==> config.mk <==
export PLATFORM = sky130hd
export DESIGN_NAME = fma16_issue
export DESIGN_NICKNAME = d
export VERILOG_FILES = /design/src/rtl/fma16_issue.sv
export SDC_FILE = /design/constraint.sdc
export NUM_CORES = 1
export LEC_CHECK = 0
export CAP_MARGIN = 5
export CORE_ASPECT_RATIO = 1.75
export CORE_MARGIN = 4
export CORE_UTILIZATION = 55
export DETAILED_ROUTE_END_ITERATION = 16
export HOLD_SLACK_MARGIN = 0.12
export PLACE_DENSITY = 0.8
export SLEW_MARGIN = 25
export SYNTH_ARGS = -nofsm -noshare
export SYNTH_HDL_FRONTEND = slang
export SYNTH_SLANG_ARGS = --single-unit
==> constraint.sdc <==
create_clock -name clk -period 3.08 [get_ports clk]
set_input_delay 0.308 -clock clk [delete_from_list [all_inputs] [get_ports clk]]
set_output_delay 0.308 -clock clk [all_outputs]
set_load 0.1 [all_outputs]
==> src/rtl/fma16_issue.sv <==
// fma16_issue: operand issue and result-capture stage wrapped around the
// combinational fma16 datapath. Requests are queued in a small FIFO, issued
// one at a time through an IDLE/EXEC/DONE sequence, and the fma16 result is
// registered onto a valid/ready output channel.
// Optional build macro: FMA16_ISSUE_PERF_EN adds the perf_ops and perf_stall
// counters and their output ports.
module fma16_issue #(
    parameter int DEPTH = 4
) (
    input  logic        clk,
    input  logic        reset,
    input  logic        in_valid,
    output logic        in_ready,
    input  logic [2:0]  in_op,
    input  logic [15:0] in_x,
    input  logic [15:0] in_y,
    input  logic [15:0] in_z,
    input  logic [1:0]  in_rm,
    output logic [15:0] fma_x,
    output logic [15:0] fma_y,
    output logic [15:0] fma_z,
    output logic        fma_mul,
    output logic        fma_add,
    output logic        fma_negr,
    output logic        fma_negz,
    output logic [1:0]  fma_rm,
    input  logic [15:0] fma_result,
    output logic        out_valid,
    input  logic        out_ready,
    output logic [15:0] out_result,
    output logic        out_err,
    output logic        busy
`ifdef FMA16_ISSUE_PERF_EN
    ,
    output logic [15:0] perf_ops,
    output logic [15:0] perf_stall
`endif
);

    localparam int PTR_W = (DEPTH > 1) ? $clog2(DEPTH) : 1;
    localparam int CNT_W = $clog2(DEPTH + 1);
    localparam logic [15:0] CANON_NAN = 16'h7E00;
    localparam logic [2:0]  OP_ILLEGAL = 3'b111;

    typedef struct packed {
        logic [2:0]  op;
        logic [15:0] x;
        logic [15:0] y;
        logic [15:0] z;
        logic [1:0]  rm;
    } entry_t;

    typedef enum logic [1:0] {IDLE, EXEC, DONE} state_t;

    // Opcode to {mul, add, negr, negz}; the illegal opcode issues all-zero controls.
    function automatic logic [3:0] decode_ctrl(input logic [2:0] op);
        logic [3:0] ctrl;
        ctrl = 4'b0000;
        case (op)
            3'b000:  ctrl = 4'b0100;
            3'b001:  ctrl = 4'b0101;
            3'b010:  ctrl = 4'b1000;
            3'b011:  ctrl = 4'b1100;
            3'b100:  ctrl = 4'b1101;
            3'b101:  ctrl = 4'b1110;
            3'b110:  ctrl = 4'b1111;
            default: ctrl = 4'b0000;
        endcase
        return ctrl;
    endfunction

    // Increment that sticks at all-ones instead of wrapping.
    function automatic logic [15:0] sat_inc16(input logic [15:0] v);
        return (v == 16'hFFFF) ? v : v + 16'd1;
    endfunction

    entry_t             mem [DEPTH];
    logic [PTR_W-1:0]   wr_ptr;
    logic [PTR_W-1:0]   rd_ptr;
    logic [CNT_W-1:0]   count;
    state_t             state;
    logic               op_ill_p0;
    entry_t             head;
    logic               push;
    logic               pop;

    assign head     = mem[rd_ptr];
    assign in_ready = (count != CNT_W'(DEPTH));
    assign push     = in_valid && in_ready;
    // A new op is taken from the FIFO when idle, or when the held result is accepted.
    assign pop      = (count != '0) && ((state == IDLE) || ((state == DONE) && out_ready));
    assign busy     = (count != '0) || (state != IDLE);

    // FIFO storage: payload only, no reset needed.
    always_ff @(posedge clk) begin
        if (push) begin
            mem[wr_ptr] <= '{op: in_op, x: in_x, y: in_y, z: in_z, rm: in_rm};
        end
    end

    // FIFO pointers and occupancy count; push and pop together leave count unchanged.
    always_ff @(posedge clk or posedge reset) begin
        if (reset) begin
            wr_ptr <= '0;
            rd_ptr <= '0;
            count  <= '0;
        end else begin
            if (push) wr_ptr <= wr_ptr + 1'b1;
            if (pop)  rd_ptr <= rd_ptr + 1'b1;
            case ({push, pop})
                2'b10:   count <= count + 1'b1;
                2'b01:   count <= count - 1'b1;
                default: count <= count;
            endcase
        end
    end

    // Issue FSM: load op register on pop, capture fma16 result after EXEC, hold in DONE.
    always_ff @(posedge clk or posedge reset) begin
        if (reset) begin
            state      <= IDLE;
            fma_x      <= '0;
            fma_y      <= '0;
            fma_z      <= '0;
            fma_rm     <= '0;
            fma_mul    <= 1'b0;
            fma_add    <= 1'b0;
            fma_negr   <= 1'b0;
            fma_negz   <= 1'b0;
            op_ill_p0  <= 1'b0;
            out_valid  <= 1'b0;
            out_result <= '0;
            out_err    <= 1'b0;
        end else begin
            if (pop) begin
                fma_x     <= head.x;
                fma_y     <= head.y;
                fma_z     <= head.z;
                fma_rm    <= head.rm;
                {fma_mul, fma_add, fma_negr, fma_negz} <= decode_ctrl(head.op);
                op_ill_p0 <= (head.op == OP_ILLEGAL);
            end
            case (state)
                IDLE: begin
                    if (pop) state <= EXEC;
                end
                EXEC: begin
                    out_result <= op_ill_p0 ? CANON_NAN : fma_result;
                    out_err    <= op_ill_p0;
                    out_valid  <= 1'b1;
                    state      <= DONE;
                end
                DONE: begin
                    if (out_ready) begin
                        out_valid <= 1'b0;
                        state     <= pop ? EXEC : IDLE;
                    end
                end
                default: state <= IDLE;
            endcase
        end
    end

`ifdef FMA16_ISSUE_PERF_EN
    // Completed-op counter (wrapping) and input-stall counter (saturating).
    always_ff @(posedge clk or posedge reset) begin
        if (reset) begin
            perf_ops   <= '0;
            perf_stall <= '0;
        end else begin
            if (out_valid && out_ready) perf_ops <= perf_ops + 16'd1;
            if (in_valid && !in_ready)  perf_stall <= sat_inc16(perf_stall);
        end
    end
`else
    // Saturating helper is only used by the optional stall counter.
    logic [15:0] sat_unused;
    assign sat_unused = sat_inc16(16'h0000);
    logic unused_ok;
    assign unused_ok = &{1'b0, sat_unused};
`endif

endmodule

==> results of run 1 <==
worst max-delay path by stage:
| stage | end | slack [ns] | cells after the start |
|---|---|---|---|
| finish | fma_x[10] | 0.73 | 1 |
| detailed placement | count[2]$_DFFE_PP0P_ | 0.76 | 8 |
| floorplan | mem[0][0]$_DFFE_PP_ | 0.04 | 2 |
| global placement | count[2]$_DFFE_PP0P_ | 0.76 | 8 |
| CTS | fma_y[5] | 0.68 | 1 |
| global route | fma_x[15] | 0.66 | 1 |
worst reg2reg max path, cell delays in order, from the launching register on:
cell     delay [ns]
dfrtp_1        0.42
or3_1          0.48
and3_4         0.24
ha_1           0.21
fa_1           0.39
xnor2_1        0.14
nor2_1         0.11
xor2_1         0.16
cell families after synthesis:
kind of cell,synth area share
buf+inv,0.0155
flops,0.762
fa+ha+maj,0.00748
compound gates,0.0128
mux,0.171
simple gates,0.0244
xor+xnor,0.00634
final cells by class:
cell class,count,area [sq um],share of cell area
multi-input cells,198,2460,0.181
inverters,8,32.5,0.00239
clock inverters,7,40.0,0.00294
repair buffers,159,1570,0.115
flip-flops and latches,294,8420,0.619
well taps,245,307,0.0225
clock buffers,41,778,0.0572
synthesized netlist by cell type (all sizes together) (5+ instances only):
| cell | number | area, sq um |
|---|---|---|
| ha | 5 | 62.6 |
| nor2 | 7 | 26.3 |
| clkbuf | 11 | 41.3 |
| mux4 | 53 | 1190 |
| and3 | 7 | 48.8 |
| nand2b | 13 | 81.3 |
| nand2 | 17 | 63.8 |
| edfxtp | 212 | 6370 |
| buf | 14 | 100 |
| mux2 | 54 | 698 |
| dfrtp | 82 | 2050 |
| inv | 8 | 30.0 |
| xnor2 | 6 | 52.6 |
| o21ai | 17 | 85.1 |
layout by cell type, fill, tap and decap left out, types with 12 or more instances in the layout:
| master | count |
|---|---|
| buf_4 | 22 |
| clkbuf_16 | 27 |
| clkdlybuf4s50_1 | 134 |
| dfrtp_1 | 80 |
| edfxtp_1 | 212 |
| mux2_2 | 30 |
| mux2_4 | 24 |
| mux4_2 | 53 |
| nand2_1 | 17 |
| nand2b_1 | 12 |
| o21ai_0 | 17 |
registers in the layout (all words and copies together), names as in the netlist, 2 cells and up:
register / count
count: 3
fma_rm: 2
fma_x: 16
fma_y: 16
fma_z: 16
mem: 212
out_result: 16
rd_ptr: 2
state: 2
wr_ptr: 2
metal layers:
layer  share of wire  global-route usage  up-vias  wire [um]
met1            0.37               0.238     2792       7890
met5               0                   0        -          0
met2            0.55               0.350      176      11700
met4           0.018              0.0479        0        372
li1                -                   -     2384          -
met3           0.062              0.0332       27       1310
through the flow:
step	setup slack [ns]	instances	instance area (sq um)	utilization	hold WS, ns
6_report	0.726	952	13600	0.689	0.260
5_1_grt	0.664	952	13600	0.689	0.296
4_1_cts	0.681	952	13600	0.689	0.268
3_5_place_dp	0.760	904	12800	0.648	0.475
3_3_place_gp	0.756	904	12800	0.648	0.462
2_1_floorplan	0.0382	525	11000	-	0.407
==> qor.yml, run 1 <==
worstMarginPinSlew_ns: 1.00
netlist_area_sq_mm: 0.0110
htree_num_levels: 1
worst_r2r_endpoint: "count[2]$_DFFE_PP0P_"
cp.arrival_ns: 2.05
synth_edf_count: 212
rr_worst_depth: 7
cts_sinks: 294
hp-class: "primary input to async pin"
antenna_found_initial: 0
critical_path_buf_inv_count: 1
layout-area-overhead-vs-synth_pct: 23.2
post-cts-setup-buffers: 0
firstDrtPassIters: 4
fmax_mhz: 425
synth_seq_area_share: 0.762
fill_cells: 1283
worstSetupEndpointType: "primary output"
gp_congestion: 0.750
ys.flop_type: "edfxtp_1"
setup_viol: 0
core_area_sq_mm: 0.0197
crit_fanout: 2
grt_setup_unrepaired: "false"
die_x_um: 115
syn_inst: 525
status: "finished, final reports clean"
postRouteAntennaNets: 0
cp_slowest_cell: "clkdlybuf4s50_1"
postCtsHoldBufs: 0
grt_pass1_wl_um: 33300
r2r_start: "count[1]$_DFFE_PP0P_"
reg2reg_slack_ns: 0.86
final_net_count: 766
die-area_sq_mm: 0.0225
finalSetupTns_ns: 0
grt_start_max_net_pins: 83
die_h_um: 195
routed_via_density: 5.65
synth_async_sr_flop_share: 0.279
max_slew_margin: 0.329
post_cts_resize_count: 0
cts_tree: "done"
fin_skew_ns: 0.00862
drt_iter0_markers: 394
path_delay_family: "buffers and inverters"
drv_cap: 0
clk_pin_slew_worst_paths_ns: 0.06
ys_warn_count: 0
wirelength_um: 21200
hold_violations: 0
overflow: 0
io_pins: 147
io_buffers: 146
dp_hpwl_um: 12900
cts-root-buf: "clkbuf_16"
drive_gt1_frac: 0.255
synthDistinctLibCells: 28
grtUsageTotal: 0.193
slew_violations: 0
period_share: 0.764
required_ns: 2.77
cts_buffers: 26
avgSynthCellArea_sq_um: 21.0
cp-startpoint: "fma_x[10]$_DFFE_PP0P_"
start_util: 0.560
clk_latency_ns: 0.51
synth_seq_cells: 294
drc: 0
floorplan.rows: 68
antenna_cells: 0
clk_path_buf_depth: 3
cpPeakStageDelay_ns: 1.16
wl_per_cell_um: 22.3
via_count: 5379
path_cells: "clkdlybuf4s50_1"
crit_type: "flop to primary output"
min_period_ns: 2.35
grt_pass1_vias: 6040
startpoint_type: "flop"
synth_nets: 604
Power of run 1 is not shown: default switching activity piles up to over one toggle a cycle in this logic, so the estimate is an artifact.
==> inputs of run 2 (changes only) <==
CORE_UTILIZATION = 49   (was 55)
PLACE_DENSITY = 0.75   (was 0.8)
clock period = 2.1 ns   (was 3.08 ns; I/O delays follow)
==> run 2 against run 1 <==
  * Critical path depth rose by 6
  * Global-route usage down 2.0 points
  * Sequential share of layout area is 1.1 points lower
  * First-iteration DRC count shrank 21%
  * Flip-flop and latch count stayed put
  * Core utilization down 6.4 points
  * Register-to-register slack worse by 0.85 ns
  * Via count is 2.1% higher
  * Count of clock-buffer cells in the layout down 9
  * Critical path type is now flop to flop
  * Critical endpoint is now count[1]$_DFFE_PP0P_
==> qor.yml, run 2 (synthesis results as in run 1) <==
antenna_found_initial: 0  # unchanged
grt_setup_unrepaired: "true"  # was false
via_count: 5494  # was 5379
gp_congestion: 0.730  # was 0.750
cts_buffers: 26  # unchanged
die_h_um: 207  # was 195 um
cts-root-buf: "clkbuf_16"  # unchanged
worstSetupEndpointType: "flop"  # was primary output
cpPeakStageDelay_ns: 0.43  # was 1.16 ns
worstMarginPinSlew_ns: 0.506  # was 1.00 ns
mostFrequentLayoutCells: "edfxtp_1, buf_4, dfrtp_1, clkdlybuf4s50_1, mux4_2"  # was edfxtp_1, clkdlybuf4s50_1, dfrtp_1, mux4_2, mux2_2
clk_latency_ns: 0.53  # was 0.51 ns
startpoint_type: "flop"  # unchanged
die_x_um: 121  # was 115 um
cp_slowest_cell: "fa_2"  # was clkdlybuf4s50_1
grt_pass1_wl_um: 33100  # was 33300 um
io_pins: 147  # unchanged
min_period_ns: 2.09
largest_reg_flops: 212  # unchanged
drt_iter0_markers: 310  # was 394
overflow: 0  # unchanged
postRouteAntennaNets: 0  # unchanged
hold_violations: 0  # unchanged
grt_pass1_vias: 6040  # unchanged
fmax_mhz: 479
cts_sinks: 294  # unchanged
drive_gt1_frac: 0.374  # was 0.255
cp.arrival_ns: 2.50  # was 2.05 ns
max_slew_margin: 0.662  # was 0.329
required_ns: 2.51  # was 2.77 ns
io_buffers: 146  # unchanged
wl_per_cell_um: 21.0  # was 22.3 um
grt_start_max_net_pins: 57  # was 83
fill_cells: 1568  # was 1283
final_net_count: 784  # was 766
path_cells: "buf_6, or3b_4, and2_4, inv_4, ha_4, fa_2, mux2_4"  # was clkdlybuf4s50_1
die-area_sq_mm: 0.0251  # was 0.0225 sq mm
crit_type: "flop to flop"  # was flop to primary output
htree_num_levels: 1  # unchanged
drv_cap: 0  # unchanged
hp-class: "primary input to flop"  # was primary input to async pin
largest_register: "mem"  # unchanged
cts_tree: "done"  # unchanged
status: "finished, final reports clean"  # unchanged
drc: 0  # unchanged
dp_hpwl_um: 13600  # was 12900 um
layout-area-overhead-vs-synth_pct: 25.5  # was 23.2%
antenna_cells: 0  # unchanged
start_util: 0.498  # was 0.560
firstDrtPassIters: 5  # was 4
clk_pin_slew_worst_paths_ns: 0.07  # was 0.06 ns
clk_path_buf_depth: 3  # unchanged
worst_hold_slack_ns: 0.257  # was 0.260 ns
grtUsageTotal: 0.173  # was 0.193
setup_viol: 0  # unchanged
crit_fanout: 3  # was 2
slew_violations: 0  # unchanged
fin_skew_ns: 0.0153  # was 0.00862 ns
final_common_cell: "edfxtp_1"  # unchanged
routed_via_density: 5.38  # was 5.65
period_share: 0.994
floorplan.rows: 72  # was 68
core_area_sq_mm: 0.0222  # was 0.0197 sq mm
wirelength_um: 21400  # was 21200 um
==> run 2: worst paths after layout <==
check,slack (ns),start,endpoint,depth (start not counted)
worst min-delay path,0.26,fma_result[1],out_result[1]$_DFFE_PP0P_,3
worst max-delay path,0.01,count[1]$_DFFE_PP0P_,count[1]$_DFFE_PP0P_,7
worst min register to register,0.49,out_result[3]$_DFFE_PP0P_,out_result[3]$_DFFE_PP0P_,2
min in group asynchronous,0.63,reset,fma_z[11]$_DFFE_PP0P_,3
worst max register to register,0.01,count[1]$_DFFE_PP0P_,count[1]$_DFFE_PP0P_,7
max in group asynchronous,0.82,reset,rd_ptr[0]$_DFFE_PP0P_,4
==> run 2: timing repair <==
action | in CTS | in global routing
hold endpoints to repair | 17 | 0
resized for setup | 6 | 1
setup buffers | 5 | 4
hold buffers | 1 | 0
endpoints found under the setup margin | 2 | 3
pin swaps | 4 | 3
==> run 2: layout make-up <==
type | count | area (sq um) | share of cell area
clock inverters | 16 | 220 | 0.0159
inverters | 8 | 36.3 | 0.00262
multi-input cells | 198 | 2490 | 0.180
well taps | 296 | 370 | 0.0267
repair buffers | 177 | 1590 | 0.115
clock buffers | 32 | 724 | 0.0523
flip-flops and latches | 294 | 8420 | 0.608
==> run 2: per-layer routing <==
layer  vias to the layer above  share of wire  GRT usage
met1                      2899           0.36      0.197
met5                         -              0          0
met2                       144           0.56      0.324
met3                        27          0.051     0.0322
met4                         0          0.022     0.0577
li1                       2424              -          -
==> run 2: critical path: cells and delay by family (launching register included) <==
| kind | cells | cell delay (ns) |
|---|---|---|
| fa+ha+maj | 2 | 0.56 |
| buf+inv | 2 | 0.18 |
| flops | 1 | 0.41 |
| mux | 1 | 0.28 |
| simple gates | 2 | 0.53 |
==> run 2: per-stage QoR <==
step	setup slack (ns)	cell area, sq um	utilization	std cells	TNS [ns]
6_report	0.0126	13900	0.625	1021	0
5_1_grt	-0.0313	13900	0.625	1021	-0.0453
4_1_cts	0.00312	13800	0.624	1017	0
3_5_place_dp	0.0131	12800	0.579	964	0
3_3_place_gp	0.0884	12800	0.579	964	0
2_1_floorplan	-0.175	11100	-	525	-0.348
Power of run 2 is left out for the same reason.
==> inputs of run 3 (changes only) <==
--- a/config.mk
+++ b/config.mk
@@ -7,3 +7,3 @@
 export LEC_CHECK = 0
-export CAP_MARGIN = 5
+export CAP_MARGIN = 10
 export CORE_ASPECT_RATIO = 1.75
==> constraint.sdc (replaced) <==
create_clock -name clk -period 2.1 [get_ports clk]
set_input_delay 0.42 -clock clk [delete_from_list [all_inputs] [get_ports clk]]
set_output_delay 0.42 -clock clk [all_outputs]
set_load 0.1 [all_outputs]
==> run 3 against run 2 <==
  * Cell count rose by 0.20%
  * Critical path type is now flop to primary output
  * Maximum frequency fell by 11%
  * Global-route usage rose by 0.064 points
  * First-iteration DRC count rose by 3.9%
  * Worst setup slack got worse by 0.27 ns
  * Count of clock-buffer cells in the layout rose by 2
  * Final area fell by 0.36%
  * Register-to-register slack improved by 0.06 ns
  * Flip-flop and latch count did not move
  * Clock skew fell by 0.0048 ns
  * Worst hold slack improved by 0.13 ns
  * The flow now finishes with violations (setup timing)
==> qor.yml, run 3 (synthesis results as in run 1) <==
drt_iter0_markers: 322  # was 310
die-area_sq_mm: 0.0251  # unchanged
start_util: 0.498  # unchanged
die_x_um: 121  # unchanged
clk_path_buf_depth: 3  # unchanged
layout-area-overhead-vs-synth_pct: 25.0  # was 25.5%
worstMarginPinSlew_ns: 0.482  # was 0.506 ns
clk_latency_ns: 0.52  # was 0.53 ns
worstSetupEndpointType: "primary output"  # was flop
cts_sinks: 294  # unchanged
core_area_sq_mm: 0.0222  # unchanged
path_cells: "or3_4, buf_6, or3_4, buf_12"  # was buf_6, or3b_4, and2_4, inv_4, ha_4, fa_2, mux2_4
via_count: 5394  # was 5494
antenna_found_initial: 2  # was 0
hold_violations: 0  # unchanged
worst_hold_slack_ns: 0.383  # was 0.257 ns
utilization: 0.623  # was 0.625
drc: 0  # unchanged
cts_tree: "done"  # unchanged
fin_skew_ns: 0.0105  # was 0.0153 ns
clk_pin_slew_worst_paths_ns: 0.06  # was 0.07 ns
min_period_ns: 2.36  # was 2.09 ns
finalSetupTns_ns: -0.272  # was 0 ns
drive_gt1_frac: 0.363  # was 0.374
largest_register: "mem"  # unchanged
crit_top_cell: "or3_4"
crit_type: "flop to primary output"  # was flop to flop
violations: "setup timing"
io_buffers: 146  # unchanged
firstDrtPassIters: 4  # was 5
fmax_mhz: 425  # was 479 MHz
drv_cap: 0  # unchanged
final_common_cell: "edfxtp_1"  # unchanged
setup_viol: 2  # was 0
cts-root-buf: "clkbuf_16"  # unchanged
grt_pass1_vias: 6028  # was 6040
startpoint_type: "flop"  # unchanged
cts_buffers: 26  # unchanged
wl_per_cell_um: 20.7  # was 21.0 um
grt_setup_unrepaired: "true"  # unchanged
grt_start_max_net_pins: 83  # was 57
final_net_count: 784  # unchanged
die_h_um: 207  # unchanged
io_pins: 147  # unchanged
floorplan.rows: 72  # unchanged
hp-class: "primary input to async pin"  # was primary input to flop
status: "finished, violations left"  # was finished, final reports clean
cpPeakStageDelay_ns: 0.39  # was 0.43 ns
grtUsageTotal: 0.174  # was 0.173
max_slew_margin: 0.679  # was 0.662
crit_fanout: 2  # was 3
largest_reg_flops: 212  # unchanged
overflow: 0  # unchanged
wirelength_um: 21200  # was 21400 um
mostFrequentLayoutCells: "edfxtp_1, buf_4, dfrtp_1, clkdlybuf4s50_1, mux4_2"  # unchanged
finalWorstSetupSlack_ns: -0.255  # was 0.0126 ns
period_share: 1.12  # was 0.994
dp.cells: 968  # was 964
routed_via_density: 5.27  # was 5.38
htree_num_levels: 1  # unchanged
gp_congestion: 0.729  # was 0.730
postCtsHoldBufs: 0  # was 1
cp_slowest_cell: "or3_4"  # was fa_2
grt_pass1_wl_um: 33400  # was 33100 um
dp_hpwl_um: 13700  # was 13600 um
required_ns: 1.68  # was 2.51 ns
cp.arrival_ns: 1.94  # was 2.50 ns
instances_no_fill: 1023  # was 1021
slew_violations: 0  # unchanged
postRouteAntennaNets: 0  # unchanged
run 3: cell count changes in the layout (fill, tap and decap cells not counted), sizes merged:
cell         previous run  this run
diode                   0         2
dlygate4sd3             1         0
bufinv                  5         0
inv                     9         8
clkbuf                 32        34
buf                   104       105
clkinv                  7        11
run 3: final cells by class:
cell class / count / area [sq um]
flip-flops and latches: 294 / 8420
fillers: 1574 / 8350
multi-input cells: 198 / 2490
repair buffers: 177 / 1710
clock buffers: 34 / 691
well taps: 296 / 370
clock inverters: 14 / 83.8
inverters: 8 / 33.8
diodes: 2 / 5.00
run 3: critical path, delay by kind of cell (launching register included):
family | cells | cell delay [ns]
simple gates | 2 | 0.72
flops | 1 | 0.38
buf+inv | 2 | 0.29
run 3: per-stage QoR:
stage	instance area, sq um	setup WS [ns]
after global placement	13000	-0.0841
after detailed placement	13000	-0.156
after CTS	13800	-0.275
after floorplan	11100	-0.175
final	13800	-0.255
after global routing	13800	-0.300
run 3: final timing paths:
kind	cells past startpoint	startpoint	end	slack, ns
hold reg to reg	2	out_result[14]$_DFFE_PP0P_	out_result[14]$_DFFE_PP0P_	0.49
setup reg to reg	7	count[1]$_DFFE_PP0P_	count[1]$_DFFE_PP0P_	0.07
hold / removal	3	reset	fma_z[11]$_DFFE_PP0P_	0.38
setup / recovery	4	count[2]$_DFFE_PP0P_	busy	-0.26
max in group asynchronous	3	reset	rd_ptr[1]$_DFFE_PP0P_	1.33
min in group clk	3	fma_result[4]	out_result[4]$_DFFE_PP0P_	0.48
run 3: layer usage:
layer	wire [um]	vias up	global-route usage
met2	11800	151	0.330
met1	7870	2785	0.198
li1	-	2431	-
met5	0	-	0
met3	990	27	0.0267
met4	500	0	0.0581
run 3: repair_timing:
item / in CTS / in global routing
setup endpoints to repair: 2 / 3
pin swaps: 0 / 4
endpoints found under the hold margin: 0 / 0
buffers inserted: 4 / 1
gates resized for setup: 6 / 2
Power of run 3 is left out for the same reason.
